## src/rtl/raster_stamp_csr_unit_pkg.sv

```systemverilog
// Shared types for the raster stamp consumer: stamp/CSR layouts, CSR word
// indices, FSM state encoding and a word-select helper for CSR reads.
package raster_types;

  typedef struct packed {
    logic [15:0]      pos_x;
    logic [15:0]      pos_y;
    logic [3:0]       mask;
    logic [15:0]      pid;
    logic [3:0][31:0] bcoord_x;
    logic [3:0][31:0] bcoord_y;
    logic [3:0][31:0] bcoord_z;
  } raster_stamp_t;

  typedef struct packed {
    logic [31:0]      pos_y_x;
    logic [31:0]      pid_mask;
    logic [3:0][31:0] bcoord_x;
    logic [3:0][31:0] bcoord_y;
    logic [3:0][31:0] bcoord_z;
    logic [31:0]      grad_x;
    logic [31:0]      grad_y;
  } raster_csrs_t;

  localparam int unsigned RASTER_STAMP_W = $bits(raster_stamp_t);
  localparam int unsigned RASTER_CSRS_W  = $bits(raster_csrs_t);

  localparam logic [3:0] RASTER_CSR_POS_Y_X   = 4'd0;
  localparam logic [3:0] RASTER_CSR_PID_MASK  = 4'd1;
  localparam logic [3:0] RASTER_CSR_BCOORD_X0 = 4'd2;
  localparam logic [3:0] RASTER_CSR_BCOORD_Y0 = 4'd6;
  localparam logic [3:0] RASTER_CSR_BCOORD_Z0 = 4'd10;
  localparam logic [3:0] RASTER_CSR_GRAD_X    = 4'd14;
  localparam logic [3:0] RASTER_CSR_GRAD_Y    = 4'd15;

  typedef enum logic [1:0] {
    StIdle,
    StFill,
    StResp
  } raster_state_e;

  // Select one 32-bit word of a CSR set by word index.
  function automatic logic [31:0] raster_csr_word(raster_csrs_t c, logic [3:0] addr);
    logic [31:0] word;
    word = '0;
    case (addr)
      4'd0:  word = c.pos_y_x;
      4'd1:  word = c.pid_mask;
      4'd2:  word = c.bcoord_x[0];
      4'd3:  word = c.bcoord_x[1];
      4'd4:  word = c.bcoord_x[2];
      4'd5:  word = c.bcoord_x[3];
      4'd6:  word = c.bcoord_y[0];
      4'd7:  word = c.bcoord_y[1];
      4'd8:  word = c.bcoord_y[2];
      4'd9:  word = c.bcoord_y[3];
      4'd10: word = c.bcoord_z[0];
      4'd11: word = c.bcoord_z[1];
      4'd12: word = c.bcoord_z[2];
      4'd13: word = c.bcoord_z[3];
      4'd14: word = c.grad_x;
      4'd15: word = c.grad_y;
      default: word = '0;
    endcase
    return word;
  endfunction

endpackage

```

## src/rtl/raster_stamp_csr_unit_pack.sv

```systemverilog
// raster_csr_pack: combinational repack of one raster stamp into the CSR
// layout. Gradient words are built only when RASTER_CSR_GRAD_EN is defined;
// otherwise they are tied to zero and no subtractors exist.
module raster_csr_pack
  import raster_types::*;
(
  input  logic [RASTER_STAMP_W-1:0] stamp_i,
  output logic [RASTER_CSRS_W-1:0]  csrs_o
);

  raster_stamp_t stamp;
  raster_csrs_t  csrs;

  assign stamp  = raster_stamp_t'(stamp_i);
  assign csrs_o = csrs;

  // Field repacking plus optional gradient computation.
  always_comb begin
    csrs          = '0;
    csrs.pos_y_x  = {stamp.pos_y, stamp.pos_x};
    csrs.pid_mask = {stamp.pid, 12'h000, stamp.mask};
    csrs.bcoord_x = stamp.bcoord_x;
    csrs.bcoord_y = stamp.bcoord_y;
    csrs.bcoord_z = stamp.bcoord_z;
`ifdef RASTER_CSR_GRAD_EN
    // Plain 32-bit wrap-around differences.
    csrs.grad_x   = stamp.bcoord_x[1] - stamp.bcoord_x[0];
    csrs.grad_y   = stamp.bcoord_x[2] - stamp.bcoord_x[0];
`else
    csrs.grad_x   = '0;
    csrs.grad_y   = '0;
`endif
  end

endmodule

```

## src/rtl/raster_stamp_csr_unit.sv

```systemverilog
// raster_stamp_csr_unit: accepts one raster stamp per active lane of a warp
// fetch, stores the repacked CSR set per lane and replies with the mask of
// lanes that got a stamp. Optional gradient words: RASTER_CSR_GRAD_EN.
module raster_stamp_csr_unit
  import raster_types::*;
#(
  parameter int unsigned NUM_LANES = 4,
  localparam int unsigned LaneW    = (NUM_LANES > 1) ? $clog2(NUM_LANES) : 1
) (
  input  logic                      clk_i,
  input  logic                      reset_i,
  input  logic                      stamp_valid_i,
  input  logic [RASTER_STAMP_W-1:0] stamp_data_i,
  output logic                      stamp_ready_o,
  input  logic                      stamp_done_i,
  input  logic                      fetch_valid_i,
  input  logic [NUM_LANES-1:0]      fetch_tmask_i,
  output logic                      fetch_ready_o,
  output logic                      rsp_valid_o,
  output logic [NUM_LANES-1:0]      rsp_tmask_o,
  input  logic                      rsp_ready_i,
  input  logic [LaneW-1:0]          csr_lane_i,
  input  logic [3:0]                csr_addr_i,
  output logic [31:0]               csr_data_o
);

  raster_state_e          state_q, state_d;
  logic [NUM_LANES-1:0]   pending_q, pending_d;
  logic [NUM_LANES-1:0]   filled_q, filled_d;
  raster_csrs_t           csr_q [NUM_LANES];
  raster_csrs_t           csr_d [NUM_LANES];
  raster_csrs_t           stamp_csrs;
  logic [NUM_LANES-1:0]   cur_onehot;
  logic [NUM_LANES-1:0]   pending_after;

  raster_csr_pack u_pack (
    .stamp_i (stamp_data_i),
    .csrs_o  (stamp_csrs)
  );

  // Current lane is the lowest pending bit, kept one-hot to drive write enables.
  assign cur_onehot    = pending_q & (~pending_q + NUM_LANES'(1));
  assign pending_after = pending_q & ~cur_onehot;

  // Handshake outputs come from registered state; reset masks them immediately.
  assign fetch_ready_o = !reset_i && (state_q == StIdle);
  assign stamp_ready_o = !reset_i && (state_q == StFill);
  assign rsp_valid_o   = !reset_i && (state_q == StResp);
  assign rsp_tmask_o   = rsp_valid_o ? filled_q : '0;

  // Next-state, lane bookkeeping and CSR write data.
  always_comb begin
    state_d   = state_q;
    pending_d = pending_q;
    filled_d  = filled_q;
    csr_d     = csr_q;
    unique case (state_q)
      StIdle: begin
        if (fetch_valid_i) begin
          pending_d = fetch_tmask_i;
          filled_d  = '0;
          state_d   = (fetch_tmask_i == '0) ? StResp : StFill;
        end
      end
      StFill: begin
        // A stamp arriving together with done is consumed before the flush.
        if (stamp_valid_i) begin
          for (int i = 0; i < NUM_LANES; i++) begin
            if (cur_onehot[i]) csr_d[i] = stamp_csrs;
          end
          filled_d  = filled_q | cur_onehot;
          pending_d = pending_after;
          if (pending_after == '0) state_d = StResp;
        end else if (stamp_done_i) begin
          for (int i = 0; i < NUM_LANES; i++) begin
            if (pending_q[i]) csr_d[i] = '0;
          end
          pending_d = '0;
          state_d   = StResp;
        end
      end
      StResp: begin
        if (rsp_ready_i) state_d = StIdle;
      end
      default: state_d = StIdle;
    endcase
  end

  // State and CSR storage with synchronous reset.
  always_ff @(posedge clk_i) begin
    if (reset_i) begin
      state_q   <= StIdle;
      pending_q <= '0;
      filled_q  <= '0;
      for (int i = 0; i < NUM_LANES; i++) csr_q[i] <= '0;
    end else begin
      state_q   <= state_d;
      pending_q <= pending_d;
      filled_q  <= filled_d;
      for (int i = 0; i < NUM_LANES; i++) csr_q[i] <= csr_d[i];
    end
  end

  // Combinational read port; reads see the pre-write value in a write cycle.
  always_comb begin
    csr_data_o = '0;
    if (32'(csr_lane_i) < NUM_LANES) begin
      csr_data_o = raster_csr_word(csr_q[csr_lane_i], csr_addr_i);
    end
  end

endmodule

```

## config.mk

```make
export PLATFORM = sky130hd
export DESIGN_NAME = raster_stamp_csr_unit
export DESIGN_NICKNAME = d
export VERILOG_FILES = /design/src/rtl/raster_stamp_csr_unit_pkg.sv /design/src/rtl/raster_stamp_csr_unit_pack.sv /design/src/rtl/raster_stamp_csr_unit.sv
export SDC_FILE = /design/constraint.sdc
export NUM_CORES = 2
export LEC_CHECK = 0
export ABC_CLOCK_PERIOD_IN_PS = 2800
export CAP_MARGIN = 40
export CORE_ASPECT_RATIO = 0.9
export CORE_UTILIZATION = 30
export CTS_CLUSTER_DIAMETER = 50
export DETAILED_ROUTE_END_ITERATION = 8
export MAX_ROUTING_LAYER = met4
export SLEW_MARGIN = 20
export SYNTH_ARGS = -nofsm -noshare
export SYNTH_HDL_FRONTEND = slang
export SYNTH_HIERARCHICAL = 1
export SYNTH_SLANG_ARGS = --single-unit
```

## constraint.sdc

```tcl
create_clock -name clk_i -period 2.8 [get_ports clk_i]
set_clock_uncertainty 0.1 [all_clocks]
set_input_delay 0.56 -clock clk_i [delete_from_list [all_inputs] [get_ports clk_i]]
set_output_delay 0.56 -clock clk_i [all_outputs]
set_load 0.01 [all_outputs]
```

# [Word-level counts from Yosys, hierarchy flattened]
# Cells that the tools add are included.
[totals] regBits=2058 in_bits=452
[classes] addsub=1 magnitude_cmp=1 n_eq_ne=26 n_mux=29 bitwise=6 n_reduce_logical=21
[op_table] cell="$mux 512" count=10
[op_table] cell="$mux 2048" count=2
[op_table] cell="$bmux 512 s2" count=1
[op_table] cell="$pmux 32 s16" count=1
[op_table] cell="$eq 4x4->1 const B" count=8
[op_table] cell="$mux 4" count=6
[op_table] cell="$reduce_and 4->1" count=5
[op_table] cell="$eq 4x3->1 const B" count=4
[op_table] cell="$pmux 4 s2" count=2
[op_table] cell="$logic_not 4->1" count=3
[op_table] cell="$mux 2" count=6
[op_table] cell="$reduce_bool 2->1" count=6
[op_table] cell="$and 4x4->4" count=2
[op_table] cell="$eq 4x2->1 const B" count=2
[op_table] cell="$ne 2x1->1 const B" count=4
[op_table] cell="$not 4->4" count=2
[op_table] cell="$ne 2x2->1 const B" count=3
[op_table] cell="$pmux 2 s3" count=1
[op_table] cell="$reduce_and 3->1" count=2
[op_table] cell="$add 4x1->4 const B" count=1
[op_table] cell="$eq 4x1->1 const B" count=1
[op_table] cell="$or 4x4->4" count=1
[op_table] cell="$ge 3x3->1 const B" count=1
[op_table] cell="$logic_and 1x1->1" count=3
[op_table] cell="other kinds (7)" count=7

# [Depth between registers and ports, before layout]
[logic_depth] depth_word=9 depth_mapped=9 depth_no_buf=4

# [Cells and area by module]
# The synthesis kept the hierarchy.
[by_module_without_submodules] module="raster_stamp_csr_unit" instances=1 cells_per_inst=10281 area_each_um2=88686.3
[by_module_without_submodules] module="raster_csr_pack" instances=1 cells_per_inst=513 area_each_um2=3847.4

# [Worst setup path before layout]
# Ideal clock, no wire load.
[synth_timing] path_kind="input-to-output" from="input port csr_lane_i[1]" to="output port csr_data_o[10]" arrival_time_ns=2.358 required_time_ns=2.140 slack_ns=-0.218 path_stages=6 path_buffers=2 cell_sequence="buf_2 -> buf_1 -> mux4_2 -> a22oi_1 -> nand2_1 -> o32a_1"
[synth_via] elab_chain_len=5
[synth_rtl] item="start: declaration" line="raster_stamp_csr_unit.sv:22" rtl="input logic [LaneW-1:0] csr_lane_i,"
[synth_rtl] item="$not 2->3 (not written as such)" line="raster_stamp_csr_unit.sv:108" rtl="csr_data_o = raster_csr_word(csr_q[csr_lane_i], csr_addr_i);"
[synth_rtl] item="$bmux 512 s2" line="raster_stamp_csr_unit.sv:108"
[synth_rtl] item="$mux 512 (not written as such) (2 in series)" line="raster_stamp_csr_unit.sv:108"
[synth_rtl] item="$pmux 32 s16" line="raster_stamp_csr_unit_pkg.sv:46" rtl="case (addr)"
[synth_rtl] item="end: declaration" line="raster_stamp_csr_unit.sv:24" rtl="output logic [31:0] csr_data_o"
# Every way passes these cells. The select of a mux whose other input is x is not followed.

# [Worst setup path after layout]
[layout_timing] from="register csr_q[236] (netlist name)" to="output port csr_data_o[12]"
[layout_via] elab_chain_len=4
[layout_rtl] item="$bmux 512 s2" line="raster_stamp_csr_unit.sv:108"
[layout_rtl] item="$mux 512 (not written as such) (2 in series)" line="raster_stamp_csr_unit.sv:108"
[layout_rtl] item="$pmux 32 s16" line="raster_stamp_csr_unit_pkg.sv:46"
# Every way passes these cells. The select of a mux whose other input is x is not followed.

==> flow_metrics.env <==
export IMPL_run_status="finished, violations left"
export IMPL_violations="setup timing"
export IMPL_initialDrtViolationCount=11642
export IMPL_syn_area_sq_um=92500
export IMPL_via_count_of_the_first_global_routing_pass=75999
export IMPL_route_final_wire_length_um=374000
export IMPL_detailroute_via_count=83509
export IMPL_antenna_violations_before_repair=101
export IMPL_unrepaired_setup_endpoints_after_global_routing="yes"
export IMPL_synth_most_common_cell="sky130_fd_sc_hd__nand2_1"
export IMPL_finalHoldViolations=0
export IMPL_clock_tree_root_driver_cell="sky130_fd_sc_hd__clkbuf_16"
export IMPL_yosysSeqAreaShare=0.445
export IMPL_finish_instance_area_sq_um=113000
export IMPL_route_antenna_remaining_nets=0
export IMPL_drcViolationCount=0
export IMPL_max_stage_delay_ns=0.46
export IMPL_filler_cell_count=30954
export IMPL_cp_data_arrival_time_ns=3.39
export IMPL_rows=193
export IMPL_period_needed_ns=4.05
export IMPL_synthTopCellsByCount="sky130_fd_sc_hd__nand2_1, sky130_fd_sc_hd__dfxtp_1, sky130_fd_sc_hd__a21oi_1, sky130_fd_sc_hd__nand3_1, sky130_fd_sc_hd__clkbuf_1"
export IMPL_clock_latency_at_the_later_pin_of_the_worst_skew_pair_ns=0.89
export IMPL_post_dp_cell_area_sq_um=103000
export IMPL_synth_edf_count=0
export IMPL_post_synth_top_area_cell="sky130_fd_sc_hd__dfxtp_1"
export IMPL_setup_ws_ns=-1.25
export IMPL_path_cells="mux4_2 -> a22oi_2 -> buf_4 -> nand4_1 -> buf_12 -> o32a_1 -> buf_2"
export IMPL_setup_violations_final=32
export IMPL_setup_tns_ns=-32.56
export IMPL_die_w_um=587
export IMPL_floorplan_initialDensity=0.301
export IMPL_worst_path_max_delay_cell="sky130_fd_sc_hd__mux4_2"
export IMPL_synth_warnings=6
export IMPL_track_usage=0.238
export IMPL_cp_buffers_inverters=3
export IMPL_criticalPathCategory="reg -> out"
export IMPL_origin_of_the_worst_setup_path="csr_q[236]"
export IMPL_drt_pass1_iter_count=7
export IMPL_endpoint_kind="primary output"
export IMPL_floorplan_io_pins=491
export IMPL_finalCritPeriodShare=1.45
export IMPL_dr_wl_cell_um=24.7
export IMPL_async_reset_ff_frac=0
export IMPL_power_density_nw_per_um2=577
export IMPL_post_layout_total_power_mw=65.3
export IMPL_area_growth_synth_to_final_pct=22.3
export IMPL_worst_case_headroom_to_the_max_slew_limit=0.203
export IMPL_clock_sinks=2058
export IMPL_hpwl_reported_at_the_end_of_detailed_placement_um=260000
export IMPL_critical_path_peak_fanout=2
export IMPL_critical_path_reg2reg_startpoint="pending_q[0]"
export IMPL_slew_violations=0
export IMPL_die_h_um=529
export IMPL_start_kind="flop"
export IMPL_routed_via_count_divided_by_cell_count=5.52
export IMPL_gr_usage_met1=0.324
export IMPL_max_slew_worst_pin_slew_ns=1.20
export IMPL_synth_main_ff_cell="sky130_fd_sc_hd__dfxtp_1"
export IMPL_area_share_of_the_largest_cell_type_after_synthesis=0.445
export IMPL_achievable_frequency_ghz=0.247
export IMPL_cap_violations=0
export IMPL_grt_first_pass_wirelength_um=543000
export IMPL_synthCells=10794
export IMPL_kind_of_path_behind_the_tightest_hold_check="in -> reg"
export IMPL_cts_buffers_inserted=225
export IMPL_holdCritStartpoint="fetch_tmask_i[2]"
export IMPL_cp_top_family="compound AO/OA/AOI/OAI gates"
export IMPL_placement_io_buffers=490
export IMPL_cts_root_to_sink_buffers=4
export IMPL_cts_clk_slew_worst_paths_ns=0.06
export IMPL_holdWs_ns=0.192
export IMPL_num_nets_final=11256
export IMPL_grt_overflow_total=0
export IMPL_netlist_top_cells_area="sky130_fd_sc_hd__dfxtp_1, sky130_fd_sc_hd__mux4_2, sky130_fd_sc_hd__a21oi_1, sky130_fd_sc_hd__nand3_1, sky130_fd_sc_hd__nand2_1"
export IMPL_dp_worst_setup_slack_ns=-1.82
export IMPL_gp_congestion=0.934
export IMPL_met3_track_usage_gr=0.0467
export IMPL_cp_data_required_time_ns=2.14
export IMPL_die_area_sq_um=311000
export IMPL_count_of_state_elements_after_synthesis=2058
export IMPL_grt_met2_usage=0.339
export IMPL_yosys_cell_types_count=48
export IMPL_grt_max_degree=219
export IMPL_routing_layer_with_the_top_usage_in_global_route="met2"
export IMPL_vdd_drop_max_mv=0.511
export IMPL_area_of_combinational_cells_with_multiple_inputs_sq_um=44000
export IMPL_drive_gt1_frac=0.175
export IMPL_register_area_sq_um=41200
export IMPL_syn_mean_instance_area_sq_um=8.57
export IMPL_tritoncts="built"
export IMPL_clock_tree_htree_level_count=4
export IMPL_core_area_sq_um=307000
export IMPL_standby_leakage_power_nw=36.2
## cell usage in the layout (no fill, tap or decap), types with 5 or more instances in the layout
| cell type | n |
|---|---|
| sky130_fd_sc_hd__nand2_1 | 2072 |
| sky130_fd_sc_hd__a21oi_1 | 2052 |
| sky130_fd_sc_hd__nand3_1 | 2050 |
| sky130_fd_sc_hd__dfxtp_1 | 2030 |
| sky130_fd_sc_hd__mux4_2 | 511 |
| sky130_fd_sc_hd__buf_4 | 480 |
| sky130_fd_sc_hd__clkdlybuf4s50_1 | 443 |
| sky130_fd_sc_hd__buf_12 | 265 |
| sky130_fd_sc_hd__clkbuf_16 | 229 |
| sky130_fd_sc_hd__a22oi_2 | 103 |
| sky130_fd_sc_hd__a22oi_1 | 89 |
| sky130_fd_sc_hd__conb_1 | 76 |
| sky130_fd_sc_hd__diode_2 | 66 |
| sky130_fd_sc_hd__buf_6 | 57 |
| sky130_fd_sc_hd__clkbuf_8 | 51 |
| sky130_fd_sc_hd__clkbuf_1 | 41 |
| sky130_fd_sc_hd__nor2_1 | 40 |
| sky130_fd_sc_hd__clkinv_2 | 34 |
| sky130_fd_sc_hd__nand4_1 | 32 |
| sky130_fd_sc_hd__o21ai_0 | 29 |
| sky130_fd_sc_hd__o22ai_1 | 27 |
| sky130_fd_sc_hd__dfxtp_2 | 27 |
| sky130_fd_sc_hd__o32a_1 | 25 |
| sky130_fd_sc_hd__buf_2 | 20 |
| sky130_fd_sc_hd__buf_16 | 19 |
| sky130_fd_sc_hd__clkinvlp_4 | 13 |
| sky130_fd_sc_hd__buf_8 | 13 |
| sky130_fd_sc_hd__bufinv_16 | 12 |
| sky130_fd_sc_hd__inv_6 | 8 |
| sky130_fd_sc_hd__clkinv_4 | 7 |
| sky130_fd_sc_hd__bufbuf_16 | 7 |
| sky130_fd_sc_hd__nand2_2 | 6 |
| sky130_fd_sc_hd__o32a_4 | 6 |
| sky130_fd_sc_hd__dlygate4sd2_1 | 6 |
| sky130_fd_sc_hd__nor4bb_4 | 5 |
| sky130_fd_sc_hd__nor2_2 | 5 |
| sky130_fd_sc_hd__and2_1 | 5 |
## repair_timing
action / 4_1_cts / 5_1_grt
gates cloned: 11 / 1
pin swaps: 109 / 40
setup endpoints to repair: 39 / 34
setup buffers: 74 / 16
hold buffers: 2 / 0
resized for setup: 369 / 68
hold endpoints to repair: 19 / 0
## path summary, 6_finish.rpt
path	endpoint	slack, ns	cells past startpoint
setup reg to reg	csr_q[435]	0.47	6
hold / removal	pending_q[2]	0.19	3
hold reg to reg	csr_q[671]	0.35	2
setup / recovery	csr_data_o[12]	-1.25	7
## final cells by class
cell class                      instances  share of cell area
Antenna cell                           66             0.00146
Clock buffer                          320              0.0580
Clock inverter                         80             0.00776
Inverter                                2           0.0000664
Multi-Input combinational cell       7202               0.389
Sequential cell                      2058               0.364
Tap cell                             4095              0.0453
Timing Repair Buffer                 1315               0.134
## cell families (layout without fill, tap and decap cells)
group                    after synthesis  in the layout  share of synthesized area
AO/OA/AOI/OAI                       2360           2360                      0.135
adder cells (fa/ha/maj)                1              1                   0.000108
buffers and inverters               1609           1717                     0.0915
flip-flops                          2058           2058                      0.445
multiplexers                         514            514                      0.125
other                                  1            142                  0.0000405
AND/OR/NAND/NOR                     4251           4251                      0.203
## per-layer routing
layer  vias up  share of wire
met1     41087           0.42
met5         -              0
li1      37629              -
met2      4226           0.43
met4         0          0.047
met3       567          0.099
## worst register-to-register path: cells and delay by family (launching register included)
family,cells,cell delay [ns]
DFF,1,0.43
and+or+nand+nor,2,0.66
AOI/OAI and AO/OA,2,0.49
buffers and inverters,2,0.50
## power breakdown
group          leakage, nW  internal, mW  switching, mW  total, mW
Combinational         16.0          2.03           3.31       5.34
Sequential            16.6          29.4          0.105       29.6
Clock                 3.65          17.4           13.0       30.4
Total                 36.2          48.9           16.4       65.3
## registers in the layout (all words and copies together) (netlist names)
signal,count
csr_q,2048
state_q,2
filled_q,4
pending_q,4
## through the flow
step,util,std cells
5_1_grt,0.369,15129
3_5_place_dp,0.336,14581
2_1_floorplan,-,10869
6_report,0.369,15138
3_3_place_gp,0.336,14580
4_1_cts,0.367,15065
(Power assumes the default switching activity.)
